==> src/rtl/vga_cfg_pkg.sv <==
// Shared types and constants for the VGA mode controller: command and FSM
// state encodings plus the brightness/scroll helpers.
package vga_cfg_pkg;

  typedef enum logic [2:0] {
    CMD_NONE   = 3'd0,
    CMD_NEXT   = 3'd1,
    CMD_PREV   = 3'd2,
    CMD_BRIGHT = 3'd3,
    CMD_SCROLL = 3'd4
  } cmd_e;

  typedef enum logic [1:0] {
    ST_IDLE    = 2'd0,
    ST_PENDING = 2'd1,
    ST_APPLY   = 2'd2
  } state_e;

  localparam logic [2:0] BRIGHT_MAX   = 3'd7;
  localparam logic [9:0] H_ACTIVE_DEF = 10'd640;

  // Fixed priority S > D > F > G; lower-priority simultaneous presses are dropped.
  function automatic cmd_e key_prio(input logic s, input logic d, input logic f, input logic g);
    cmd_e c;
    if (s) begin
      c = CMD_NEXT;
    end else if (d) begin
      c = CMD_PREV;
    end else if (f) begin
      c = CMD_BRIGHT;
    end else if (g) begin
      c = CMD_SCROLL;
    end else begin
      c = CMD_NONE;
    end
    return c;
  endfunction

  function automatic logic [9:0] scroll_next(input logic [9:0] off, input logic [9:0] step,
                                             input logic [9:0] modulus);
    logic [10:0] sum;
    sum = {1'b0, off} + {1'b0, step};
    if (sum >= {1'b0, modulus}) begin
      sum = sum - {1'b0, modulus};
    end else begin
      sum = sum;
    end
    return sum[9:0];
  endfunction

endpackage

==> src/rtl/key_filter.sv <==
// One push-button channel: double-flop synchroniser, stable-time debounce and
// a single-cycle strobe on each debounced press (filtered 1->0 edge).
module key_filter #(
  parameter logic [19:0] CNT_MAX = 20'd999_999
) (
  input  logic clk_i,
  input  logic rst_i,
  input  logic key_n_i,
  output logic press_o
);

  logic        sync1_q, sync2_q;
  logic        filt_q, filt_d;
  logic        press_q, press_d;
  logic [19:0] cnt_q, cnt_d;

  always_ff @(posedge clk_i or posedge rst_i) begin
    if (rst_i) begin
      sync1_q <= 1'b1;
      sync2_q <= 1'b1;
      filt_q  <= 1'b1;
      press_q <= 1'b0;
      cnt_q   <= 20'd0;
    end else begin
      sync1_q <= key_n_i;
      sync2_q <= sync1_q;
      filt_q  <= filt_d;
      press_q <= press_d;
      cnt_q   <= cnt_d;
    end
  end

  // Any glitch back to the filtered level restarts the stable-time count.
  always_comb begin
    cnt_d   = cnt_q;
    filt_d  = filt_q;
    press_d = 1'b0;
    if (sync2_q == filt_q) begin
      cnt_d = 20'd0;
    end else if (cnt_q == CNT_MAX - 20'd1) begin
      cnt_d   = 20'd0;
      filt_d  = sync2_q;
      press_d = ~sync2_q;
    end else begin
      cnt_d = cnt_q + 20'd1;
    end
  end

  assign press_o = press_q;

endmodule

==> src/rtl/vga_mode_ctrl.sv <==
// Key-driven display configuration: commands are latched on a press and applied
// only at frame_start. Optional auto pattern cycling under VGA_MODE_AUTO_CYCLE_EN.
module vga_mode_ctrl
  import vga_cfg_pkg::*;
#(
  parameter logic [19:0] CNT_MAX     = 20'd999_999,
  parameter logic [2:0]  NUM_PAT     = 3'd4,
  parameter logic [9:0]  H_ACTIVE    = H_ACTIVE_DEF,
  parameter logic [9:0]  SCROLL_STEP = 10'd4,
  parameter logic [7:0]  AUTO_FRAMES = 8'd120
) (
  input  logic       sys_clk,
  input  logic       sys_rst,
  input  logic       key_s,
  input  logic       key_d,
  input  logic       key_f,
  input  logic       key_g,
  input  logic       frame_start,
  output logic [2:0] pat_sel,
  output logic [2:0] bright,
  output logic [9:0] scroll_off,
  output logic       scroll_en,
  output logic       cfg_upd
);

  logic [3:0] keys_n_s, press_s;
  cmd_e       cmd_now_s, cmd_q, cmd_d;
  state_e     state_q, state_d;
  logic       apply_s, auto_fire_s;
  logic [2:0] pat_q, pat_d, pat_inc_s, bright_q, bright_d;
  logic [9:0] off_q, off_d;
  logic       en_q, en_d, upd_q, upd_d;

  assign keys_n_s = {key_s, key_d, key_f, key_g};

  for (genvar i = 0; i < 4; i++) begin : g_key
    key_filter #(.CNT_MAX(CNT_MAX)) u_key_filter (
      .clk_i   (sys_clk),
      .rst_i   (sys_rst),
      .key_n_i (keys_n_s[i]),
      .press_o (press_s[i])
    );
  end

  assign cmd_now_s = key_prio(press_s[3], press_s[2], press_s[1], press_s[0]);

  always_ff @(posedge sys_clk or posedge sys_rst) begin
    if (sys_rst) begin
      state_q  <= ST_IDLE;
      cmd_q    <= CMD_NONE;
      pat_q    <= 3'd0;
      bright_q <= BRIGHT_MAX;
      off_q    <= 10'd0;
      en_q     <= 1'b0;
      upd_q    <= 1'b0;
    end else begin
      state_q  <= state_d;
      cmd_q    <= cmd_d;
      pat_q    <= pat_d;
      bright_q <= bright_d;
      off_q    <= off_d;
      en_q     <= en_d;
      upd_q    <= upd_d;
    end
  end

  // The register update happens on the edge that leaves PENDING, so the APPLY
  // cycle already shows the new value together with cfg_upd.
  always_comb begin
    state_d = state_q;
    cmd_d   = cmd_q;
    apply_s = 1'b0;
    case (state_q)
      ST_IDLE: begin
        if (cmd_now_s != CMD_NONE) begin
          cmd_d   = cmd_now_s;
          state_d = ST_PENDING;
        end else begin
          cmd_d = CMD_NONE;
        end
      end
      ST_PENDING: begin
        if (frame_start) begin
          state_d = ST_APPLY;
          apply_s = 1'b1;
        end else begin
          state_d = ST_PENDING;
        end
      end
      ST_APPLY: begin
        state_d = ST_IDLE;
        cmd_d   = CMD_NONE;
      end
      default: begin
        state_d = ST_IDLE;
        cmd_d   = CMD_NONE;
      end
    endcase
  end

`ifdef VGA_MODE_AUTO_CYCLE_EN
  logic       any_strobe_s;
  logic [7:0] afc_q, afc_d;

  assign any_strobe_s = |press_s;

  always_ff @(posedge sys_clk or posedge sys_rst) begin
    if (sys_rst) begin
      afc_q <= 8'd0;
    end else begin
      afc_q <= afc_d;
    end
  end

  always_comb begin
    afc_d       = afc_q;
    auto_fire_s = 1'b0;
    if (any_strobe_s) begin
      afc_d = 8'd0;
    end else if (frame_start && (state_q == ST_IDLE)) begin
      if (afc_q == AUTO_FRAMES - 8'd1) begin
        afc_d       = 8'd0;
        auto_fire_s = 1'b1;
      end else begin
        afc_d = afc_q + 8'd1;
      end
    end else begin
      afc_d = afc_q;
    end
  end
`else
  logic [7:0] unused_auto_frames_s;
  assign unused_auto_frames_s = AUTO_FRAMES;
  assign auto_fire_s          = 1'b0;
`endif

  assign pat_inc_s = (pat_q == NUM_PAT - 3'd1) ? 3'd0 : pat_q + 3'd1;

  // Scroll advance uses the pre-apply scroll_en, independent of the command FSM.
  always_comb begin
    pat_d    = pat_q;
    bright_d = bright_q;
    en_d     = en_q;
    off_d    = off_q;
    upd_d    = 1'b0;
    if (apply_s) begin
      upd_d = 1'b1;
      case (cmd_q)
        CMD_NEXT:   pat_d    = pat_inc_s;
        CMD_PREV:   pat_d    = (pat_q == 3'd0) ? NUM_PAT - 3'd1 : pat_q - 3'd1;
        CMD_BRIGHT: bright_d = (bright_q == 3'd0) ? BRIGHT_MAX : bright_q - 3'd1;
        CMD_SCROLL: en_d     = ~en_q;
        default:    pat_d    = pat_q;
      endcase
    end else if (auto_fire_s) begin
      upd_d = 1'b1;
      pat_d = pat_inc_s;
    end else begin
      pat_d = pat_q;
    end
    if (frame_start && en_q) begin
      off_d = scroll_next(off_q, SCROLL_STEP, H_ACTIVE);
      upd_d = 1'b1;
    end else begin
      off_d = off_q;
    end
  end

  assign pat_sel    = pat_q;
  assign bright     = bright_q;
  assign scroll_off = off_q;
  assign scroll_en  = en_q;
  assign cfg_upd    = upd_q;

endmodule
==> config.mk <==
export PLATFORM = sky130hd
export DESIGN_NAME = vga_mode_ctrl
export DESIGN_NICKNAME = d
export VERILOG_FILES = /design/src/rtl/vga_cfg_pkg.sv /design/src/rtl/key_filter.sv /design/src/rtl/vga_mode_ctrl.sv
export SDC_FILE = /design/constraint.sdc
export NUM_CORES = 1
export LEC_CHECK = 0
export CORE_ASPECT_RATIO = 1.1
export CORE_UTILIZATION = 50
export CTS_CLUSTER_SIZE = 30
export DETAILED_ROUTE_END_ITERATION = 10
export PLACE_DENSITY = 0.76
export SETUP_SLACK_MARGIN = 0.3
export SYNTH_ARGS = -nofsm -noshare
export SYNTH_HDL_FRONTEND = slang
export SYNTH_SLANG_ARGS = --single-unit
==> constraint.sdc <==
create_clock -name sys_clk -period 4.4 [get_ports sys_clk]
set_input_delay 0.88 -clock sys_clk [delete_from_list [all_inputs] [get_ports sys_clk]]
set_output_delay 0.88 -clock sys_clk [all_outputs]
set_load 0.01 [all_outputs]
==> reports/qor.yml, run 1 <==
die:
  dieArea_um2: 11800
  die_w_um: 104
  dieHeight_um: 114
  core_area_um2: 11000
  io_pins: 25
  initial_core_util_pct: 51.7
  rows: 40
detailed_routing:
  post_drt_wl_per_cell_um: 14.2
  ant_nets: 0
  drc: 0
  vias: 4059
  drt_iter0_drc: 228
  firstDrtPassIters: 4
  routed_wl_um: 10700
  routed_via_density: 5.40
clock_tree:
  postCtsResizedCells: 0
  clock-root-buffer: "clkbuf_16"
  cts_made_buffers: 17
  h-tree-depth: 4
  cts_sinks: 117
  post_cts.repair.setup_buffers: 0
  cts_hold_buf: 0
  worstSkewPairLatency_ns: 0.40
  cts_tree: "done"
  clk_path_buf_depth: 2
  clk_pin_slew_ns: 0.05
min_path:
  hold_path_end: "g_key[3].u_key_filter.sync2_q"
  min-delay-start: "g_key[3].u_key_filter.sync1_q"
  hold_path.class: "reg -> reg"
  min_path_cells: 0
critical_path:
  cp_data_required_time_ns: 4.67
  cp_max_fo: 6
  r2r_slack_ns: 1.85
  cpMostUsedCell: "ha_1"
  endpoint_kind: "flop"
  cpPeakStageDelay_ns: 0.45
  critPathSlowestCell: "dfrtp_1"
  r2r-end: "scroll_off[7]"
  rr_worst_depth: 9
  worstPathCellList: "ha_1 -> nand4_1 -> nor2_1 -> xnor2_1 -> ha_1 -> o31ai_1 -> a32oi_1 -> mux2i_1 -> o311ai_0"
  critPathArrivalTime_ns: 2.82
  path_delay_family: "compound AO/OA/AOI/OAI gates"
  crit_type: "reg -> reg"
  critPathLaunchType: "flop"
  r2r_start: "scroll_off[2]"
  crit_buf_inv: 0
placement:
  place.gp.congestion: 0.838
  post-dp-hpwl_um: 6810
  port_buffers: 22
pwr:
  ir_drop_mv: 0.221
  power_uw: 2610
  p_leak_uw: 0.00281
  power_density_nw_per_um2: 394
logic_synthesis:
  avgSynthCellArea_um2: 10.1
  synthesis.instances: 559
  synthArstFlopShare_pct: 100
  synth.distinct_cells: 51
  synth_edf_count: 0
  yosys_most_used_dff: "dfrtp_1"
  synth_area_um2: 5670
  synth.most_common_cell: "nor2_1"
  yosysTopAreaCell: "dfrtp_1"
  synth-seq-cells: 117
  synth_top_area_share_pct: 45.0
  ys_warn_count: 0
  yosys-top-cells-area: "dfrtp_1 45%, nor2_1 7.1%, dfstp_2 6.9%, xor2_1 6.6%, xnor2_1 6.3%"
  ys_seq_area_share_pct: 52.0
  yosys-top-cells-count: "108 x nor2_1, 102 x dfrtp_1, 43 x xor2_1"
sta:
  setup_tns_ns: 0
  slew_headroom_pct: 44.6
  fmax_mhz: 392
  finalSetupViolations: 0
  worstMarginPinSlew_ns: 0.831
  rsz0062_at_grt: "no"
  fin_crit_sh_pct: 57.9
  period_needed_ns: 2.55
  skew_ns: 0.00975
  slew_violations: 0
  hold_viol: 0
final_layout:
  post-route-util_pct: 60.5
  final_layout_size_suffix_gt1_share_pct: 9.93
  multi_input_area_um2: 2570
  seq_area_um2: 2950
  diodes: 0
  area.growth.synth_to_final_pct: 17.0
  fillerInstances: 877
  layout.nets: 615
grt:
  antenna_found_initial: 0
  grt_pass1_wl_um: 19000
  track_usage_pct: 20.2
  grt_start_max_net_pins: 71
  grt_pass1_vias: 4214
  grt-ovfl-total: 0
run:
  maxCapViolCount: 0
run_status:
  status: "complete, no violations"
==> through the flow <==
stage	setup slack (ns)	area (µm²)	hold slack (ns)	std cells
floorplan	0.444	5680	0.345	560
global placement	1.82	6030	0.346	719
detailed placement	1.77	6030	0.347	719
CTS	1.85	6640	0.355	751
global route	1.60	6640	0.363	751
finish	1.85	6640	0.354	751
==> kinds of logic (layout without fill, tap and decap cells) <==
| family | after synthesis | count (layout) | synth area share (%) |
|---|---|---|---|
| compound gates | 28 | 28 | 3.27 |
| xor+xnor | 84 | 84 | 13.0 |
| fa+ha+maj | 17 | 17 | 3.75 |
| buf+inv | 35 | 79 | 2.76 |
| flops | 117 | 117 | 52.0 |
| mux | 7 | 7 | 1.35 |
| other cells | 1 | 2 | 0.0661 |
| simple gates | 270 | 270 | 23.9 |
==> per-layer routing <==
| metal | up-vias | share of wire, % | track usage (%) |
|---|---|---|---|
| li1 | 1959 | - | - |
| met1 | 2007 | 43 | 23.6 |
| met2 | 78 | 52 | 36.1 |
| met3 | 15 | 2.6 | 4.23 |
| met4 | 0 | 1.5 | 8.70 |
| met5 | - | 0 | 0 |
==> how the worst max path moves through the flow <==
| stage | cells past startpoint | to | startpoint |
|---|---|---|---|
| 5_1_grt | 9 | scroll_off[7] | scroll_off[2] |
| 3_3_place_gp | 5 | bright[0] | frame_start |
| 6_report | 9 | scroll_off[7] | scroll_off[2] |
| 4_1_cts | 9 | scroll_off[7] | scroll_off[2] |
| 3_5_place_dp | 5 | bright[0] | frame_start |
| 2_1_floorplan | 1 | cfg_upd | sys_rst |
==> state kept, by name, summed over array words and instances, names as in the netlist <==
name,count
scroll_off,8
cmd_q,3
g_key.u_key_filter.cnt_q,80
g_key.u_key_filter.press_o,4
g_key.u_key_filter.filt_q,4
pat_sel,3
cfg_upd,1
state_q,2
g_key.u_key_filter.sync2_q,4
g_key.u_key_filter.sync1_q,4
bright,3
scroll_en,1
==> power breakdown <==
part / total, µW / switching (µW) / internal, µW
Clock: 1400 / 481 / 919
Sequential: 1120 / 20.5 / 1100
Combinational: 93.2 / 59.7 / 33.5
Total: 2610 / 561 / 2050
==> final cells by class <==
class                   count  area share [%]
multi-input cells         408            38.8
clock inverters            12            2.30
flip-flops and latches    117            44.4
repair buffers             24            3.54
inverters                  23            1.34
well taps                 147            2.77
clock buffers              20            6.88
==> placed cells by master, fill, tap and decap left out, types with 2 or more instances in the layout <==
cell / netlist / routed
nor2_1: 108 / 108
dfrtp_1: 102 / 102
xor2_1: 43 / 43
nand2_1: 42 / 42
xnor2_1: 41 / 41
nand3_1: 33 / 33
inv_1: 23 / 22
clkdlybuf4s50_1: 0 / 22
nand4_1: 20 / 20
ha_1: 17 / 17
clkbuf_16: 0 / 17
dfstp_2: 15 / 15
nor3_1: 14 / 14
o21ai_0: 9 / 9
a21oi_1: 7 / 7
nor4_1: 7 / 7
and4_1: 7 / 7
nor3b_1: 6 / 6
and3_1: 6 / 6
mux2_2: 5 / 5
nand4b_1: 4 / 4
clkinvlp_4: 0 / 4
nor2b_1: 3 / 3
clkinv_2: 0 / 3
bufinv_16: 0 / 3
nand3b_1: 2 / 2
and2_1: 2 / 2
or4_1: 2 / 2
or3_1: 2 / 2
a32oi_1: 2 / 2
mux2i_1: 2 / 2
a32o_1: 2 / 2
conb_1: 1 / 2
clkbuf_8: 0 / 2
buf_4: 6 / 2
Note: power is estimated with default switching activity, not from simulation.
==> inputs of run 2 (changes only) <==
==> constraint.sdc (replaced) <==
create_clock -name sys_clk -period 2.4 [get_ports sys_clk]
set_input_delay 0.48 -clock sys_clk [delete_from_list [all_inputs] [get_ports sys_clk]]
set_output_delay 0.48 -clock sys_clk [all_outputs]
set_load 0.01 [all_outputs]
==> run 2 against run 1 <==
Compared with the run above: worst setup slack worse by 1.6 ns; sequential share of layout area down 0.85 points; critical path depth fell by 1; global-route usage is 0.91 points lower; clock power rose by 66%; sequential cell count unchanged; sequential power increased by 83%; largest power group unchanged; core utilization up 1.3 points; die area stayed put.
==> reports/qor.yml, run 2 (synthesized netlist as in run 1, its figures left out) <==
pwr:
  intPower_uw: 3610
  combPwrFrac_pct: 4.0
  power_density_nw_per_um2: 673
  power_switching_uw: 951
  swShare_pct: 20.9
  p_leak_uw: 0.00287
  p_seq_share_pct: 45.0
  p_clk_share_pct: 51.0
  ir_drop_mv: 0.510
grt:
  grt_start_max_net_pins: 64
  grt_pass1_wl_um: 17900
  track_usage_pct: 19.3
  grt_pass1_vias: 3991
  grt-ovfl-total: 0
  antenna_found_initial: 0
die:
  dieHeight_um: 114
  initial_core_util_pct: 51.7
  io_pins: 25
  dieArea_um2: 11800
  rows: 40
  core_area_um2: 11000
  die_w_um: 104
placement:
  post-dp-hpwl_um: 6780
  port_buffers: 22
  place.gp.congestion: 0.894
  place_area_um2: 6140
  place_inst: 727
detailed_routing:
  drt_iter0_drc: 185
  vias: 4055
  routed_wl_um: 10400
  firstDrtPassIters: 4
  drc: 0
  routed_via_density: 5.29
  post_drt_wl_per_cell_um: 13.6
  ant_nets: 0
critical_path:
  crit_type: "reg -> reg"
  worstPathCellList: "and3_4 -> nand3_2 -> xnor2_1 -> ha_2 -> o31ai_4 -> a32oi_2 -> mux2i_1 -> o311ai_1"
  endpoint_kind: "flop"
  critPathArrivalTime_ns: 2.41
  critPathLaunchType: "flop"
  r2r_slack_ns: 0.27
  cp_max_fo: 6
  cp_data_required_time_ns: 2.68
  cpPeakStageDelay_ns: 0.41
  critPathSlowestCell: "dfrtp_2"
sta:
  finalSetupViolations: 0
  hold_viol: 0
  setup_tns_ns: 0
  skew_ns: 0.00661
  period_needed_ns: 2.13
  slew_headroom_pct: 53.7
  worstMarginPinSlew_ns: 0.689
  slew_violations: 0
  rsz0062_at_grt: "yes"
  fin_crit_sh_pct: 88.7
  fmax_mhz: 470
final_layout:
  layout_commonest_cell: "nor2_1"
  top_register: "g_key.u_key_filter.cnt_q"
  largest_reg_flops: 80
  diodes: 0
  final_cell_mix: "108 x nor2_1, 99 x dfrtp_1, 43 x xor2_1, 42 x nand2_1, 41 x xnor2_1"
  final_layout_size_suffix_gt1_share_pct: 12.8
  finish.instance_area_um2: 6780
  stdcell_count: 766
  area.growth.synth_to_final_pct: 19.5
  layout.nets: 631
clock_tree:
  cts_hold_buf: 0
  h-tree-depth: 4
  cts_made_buffers: 17
  cts_tree: "done"
  worstSkewPairLatency_ns: 0.41
  clk_path_buf_depth: 2
  cts_sinks: 117
  clock-root-buffer: "clkbuf_16"
  clk_pin_slew_ns: 0.05
run:
  maxCapViolCount: 0
run_status:
  status: "complete, no violations"
min_path:
  hold_path.class: "reg -> reg"
==> run 2: per-stage QoR <==
stage	hold WS [ns]	utilization, %	worst slack [ns]	power (µW)
global placement	0.347	56.0	0.277	2260
detailed placement	0.347	56.0	0.176	2270
CTS	0.354	61.6	0.310	4620
floorplan	0.345	-	0.333	2200
global route	0.359	61.8	0.151	4750
finish	0.354	61.8	0.271	4560
==> run 2: worst max-delay path, delay by kind of cell, from the launching register on <==
| kind | cells | cell delay (ns) |
|---|---|---|
| muxes | 1 | 0.22 |
| xor gates and xnor gates | 1 | 0.25 |
| adders and majority gates | 1 | 0.28 |
| DFF | 1 | 0.41 |
| and+or+nand+nor | 2 | 0.36 |
| AOI/OAI and AO/OA | 3 | 0.48 |
==> run 2: layout make-up <==
cell class | count | area [µm²]
clock buffers | 27 | 503
clock inverters | 4 | 45.0
fillers | 873 | 4190
inverters | 23 | 90.1
multi-input cells | 408 | 2620
flip-flops and latches | 117 | 2950
well taps | 147 | 184
repair buffers | 40 | 384
==> run 2: repair_timing <==
action,in CTS,in global routing
resized for setup,4,2
pin swaps,2,9
setup endpoints to repair,2,20
gates cloned,0,0
buffers inserted,5,3
==> run 2: metal layers <==
layer,up-vias,routed length [µm],GRT usage (%)
met4,0,181,9.37
met3,20,336,5.26
met2,78,5230,32.5
met5,-,0,0
li1,1990,-,-
met1,1967,4680,23.0
==> run 2: power groups by stage <==
stage | clock, µW | sequential, µW | combinational, µW
after floorplan | 0 | 2080 | 117
after global placement | 0 | 2080 | 177
after detailed placement | 0 | 2080 | 184
after CTS | 2380 | 2050 | 186
after global routing | 2480 | 2060 | 211
final | 2320 | 2050 | 181
==> run 2: final timing paths <==
kind | end | depth (start not counted) | start
setup reg to reg | scroll_off[7] | 8 | scroll_off[3]
hold reg to reg | g_key[1].u_key_filter.sync2_q | 0 | g_key[1].u_key_filter.sync1_q
min in group asynchronous | g_key[2].u_key_filter.cnt_q[2] | 2 | sys_rst
max in group asynchronous | g_key[0].u_key_filter.filt_q | 3 | sys_rst
hold / removal | g_key[1].u_key_filter.sync2_q | 0 | g_key[1].u_key_filter.sync1_q
setup / recovery | scroll_off[7] | 8 | scroll_off[3]
==> inputs of run 3 (changes only) <==
--- a/config.mk
+++ b/config.mk
@@ -5,12 +5,14 @@
 export SDC_FILE = /design/constraint.sdc
 export NUM_CORES = 1
 export LEC_CHECK = 0
-export CORE_ASPECT_RATIO = 1.1
+export CORE_ASPECT_RATIO = 1.4
 export CORE_UTILIZATION = 50
+export CTS_CLUSTER_DIAMETER = 100
 export CTS_CLUSTER_SIZE = 30
 export DETAILED_ROUTE_END_ITERATION = 10
 export PLACE_DENSITY = 0.76
 export SETUP_SLACK_MARGIN = 0.3
+export SLEW_MARGIN = 20
 export SYNTH_ARGS = -nofsm -noshare
 export SYNTH_HDL_FRONTEND = slang
 export SYNTH_SLANG_ARGS = --single-unit
==> run 3 against run 2 <==
Compared with the run above: sequential cell count did not move; core utilization rose by 0.48 points; clock-buffer cell count rose by 1; register-to-register slack barely moved; critical path depth rose by 2; sequential power barely moved; power rose by 2.2%; die area barely moved; design area rose by 0.42%.
==> reports/qor.yml, run 3 (synthesized netlist as in run 1, its figures left out) <==
min_path:
  min-delay-start: "g_key[2].u_key_filter.sync1_q"
  hold_path_end: "g_key[2].u_key_filter.sync2_q"
  min_path_cells: 0
  hold_path.class: "reg -> reg"
critical_path:
  cp_max_fo: 5
  r2r_slack_ns: 0.29
  critPathLaunchType: "flop"
  worstPathCellList: "ha_4 -> nand4_1 -> nor2_1 -> xnor2_1 -> ha_2 -> o31ai_4 -> buf_4 -> a32o_2 -> a22oi_1 -> o311ai_1"
  crit_type: "reg -> reg"
  endpoint_kind: "flop"
  r2r-end: "scroll_off[7]"
  r2r_start: "scroll_off[3]"
  rr_worst_depth: 10
  critPathSlowestCell: "dfrtp_2"
  cpPeakStageDelay_ns: 0.42
  critPathArrivalTime_ns: 2.39
  cp_data_required_time_ns: 2.68
final_layout:
  layout_commonest_cell: "nor2_1"
  layout.nets: 634
  diodes: 0
  stdcell_count: 763
  final_cell_mix: "108 x nor2_1, 99 x dfrtp_1, 43 x xor2_1, 42 x nand2_1, 41 x xnor2_1"
  top_register: "g_key.u_key_filter.cnt_q"
  area.growth.synth_to_final_pct: 20.0
  finish.instance_area_um2: 6800
  final_layout_size_suffix_gt1_share_pct: 13.7
  largest_reg_flops: 80
grt:
  grt_pass1_vias: 4143
  grt.met1_usage_pct: 23.3
  grt-ovfl-total: 0
  track_usage_pct: 20.0
  antenna_found_initial: 0
  grt_use_met2_pct: 34.7
  met3_usage_pct: 4.51
  grt_start_max_net_pins: 118
  grt_pass1_wl_um: 18600
  grt.busiest_layer: "met2"
clock_tree:
  worstSkewPairLatency_ns: 0.41
  h-tree-depth: 4
  clk_path_buf_depth: 2
  cts_tree: "done"
  clk_pin_slew_ns: 0.05
  cts_sinks: 117
  cts_made_buffers: 17
  clock-root-buffer: "clkbuf_16"
detailed_routing:
  routed_wl_um: 10700
  drt_iter0_drc: 227
  firstDrtPassIters: 5
  ant_nets: 0
  routed_via_density: 5.38
  post_drt_wl_per_cell_um: 14.1
  vias: 4106
  drc: 0
sta:
  setup_tns_ns: 0
  slew_headroom_pct: 53.1
  fmax_mhz: 473
  fin_crit_sh_pct: 88.1
  period_needed_ns: 2.11
  setup_ws_ns: 0.285
  finalSetupViolations: 0
  skew_ns: 0.00560
  slew_violations: 0
  rsz0062_at_grt: "yes"
  worstMarginPinSlew_ns: 0.699
  hold_viol: 0
placement:
  post-dp-hpwl_um: 6750
  pre_cts_slack_ns: 0.128
  port_buffers: 22
  place_inst: 719
  place_area_um2: 6100
  place.gp.congestion: 0.862
die:
  core_area_um2: 10900
  dieHeight_um: 128
  die_w_um: 92.0
  rows: 45
  io_pins: 25
  dieArea_um2: 11800
  initial_core_util_pct: 51.9
pwr:
  p_leak_uw: 0.00291
  power_density_nw_per_um2: 685
  ir_drop_mv: 0.490
run:
  maxCapViolCount: 0
run_status:
  status: "complete, no violations"
==> run 3: cell count changes in the layout (fill, tap and decap cells not counted), sizes merged <==
cell	previous run	this run
buf	18	21
clkbuf	27	28
clkinv	3	2
==> run 3: stage by stage <==
stage / hold slack (ns) / util (%) / total power, µW
final: 0.356 / 62.3 / 4660
after global routing: 0.359 / 62.3 / 4820
after global placement: 0.347 / 55.9 / 2250
after CTS: 0.358 / 61.8 / 4710
after floorplan: 0.345 / - / 2200
after detailed placement: 0.350 / 55.9 / 2260
==> run 3: how the worst max path moves through the flow <==
stage	startpoint	to
6_report	scroll_off[3]	scroll_off[7]
5_1_grt	scroll_off[2]	scroll_off[7]
3_3_place_gp	scroll_off[2]	scroll_off[7]
4_1_cts	scroll_off[3]	scroll_off[8]
2_1_floorplan	scroll_off[2]	scroll_off[7]
3_5_place_dp	scroll_off[2]	scroll_off[7]
==> run 3: power by group <==
part           switching [µW]  internal, µW
logic                     108          65.8
clock network             825          1610
registers                36.4          2020
==> run 3: worst max-delay path: cells and delay by family, from the launching register on <==
family	cells	cell delay, ns
AND/OR/NAND/NOR	2	0.25
AO/OA/AOI/OAI	4	0.58
buffers and inverters	1	0.14
XOR/XNOR	1	0.15
flip-flops	1	0.42
adder cells (fa/ha/maj)	2	0.44
==> run 3: repair_timing <==
| item | CTS | global route |
|---|---|---|
| setup buffers | 7 | 6 |
| pin swaps | 1 | 8 |
| gates resized for setup | 4 | 2 |
| endpoints found under the setup margin | 2 | 2 |
| hold endpoints to repair | 0 | 0 |
| hold buffers | 0 | 0 |
==> run 3: final cells by class <==
type,count,area (µm²)
fill,862,4120
sequential,117,2950
multi-input combinational,408,2620
clock buffer,28,537
timing repair buffer,43,390
tap,141,176
inverter,23,90.1
clock inverter,3,40.0
==> run 3: routing by layer <==
metal | vias to the layer above | wire [µm]
li1 | 1991 | -
met1 | 2023 | 4460
met2 | 66 | 5730
met3 | 26 | 294
met4 | 0 | 250
met5 | - | 0
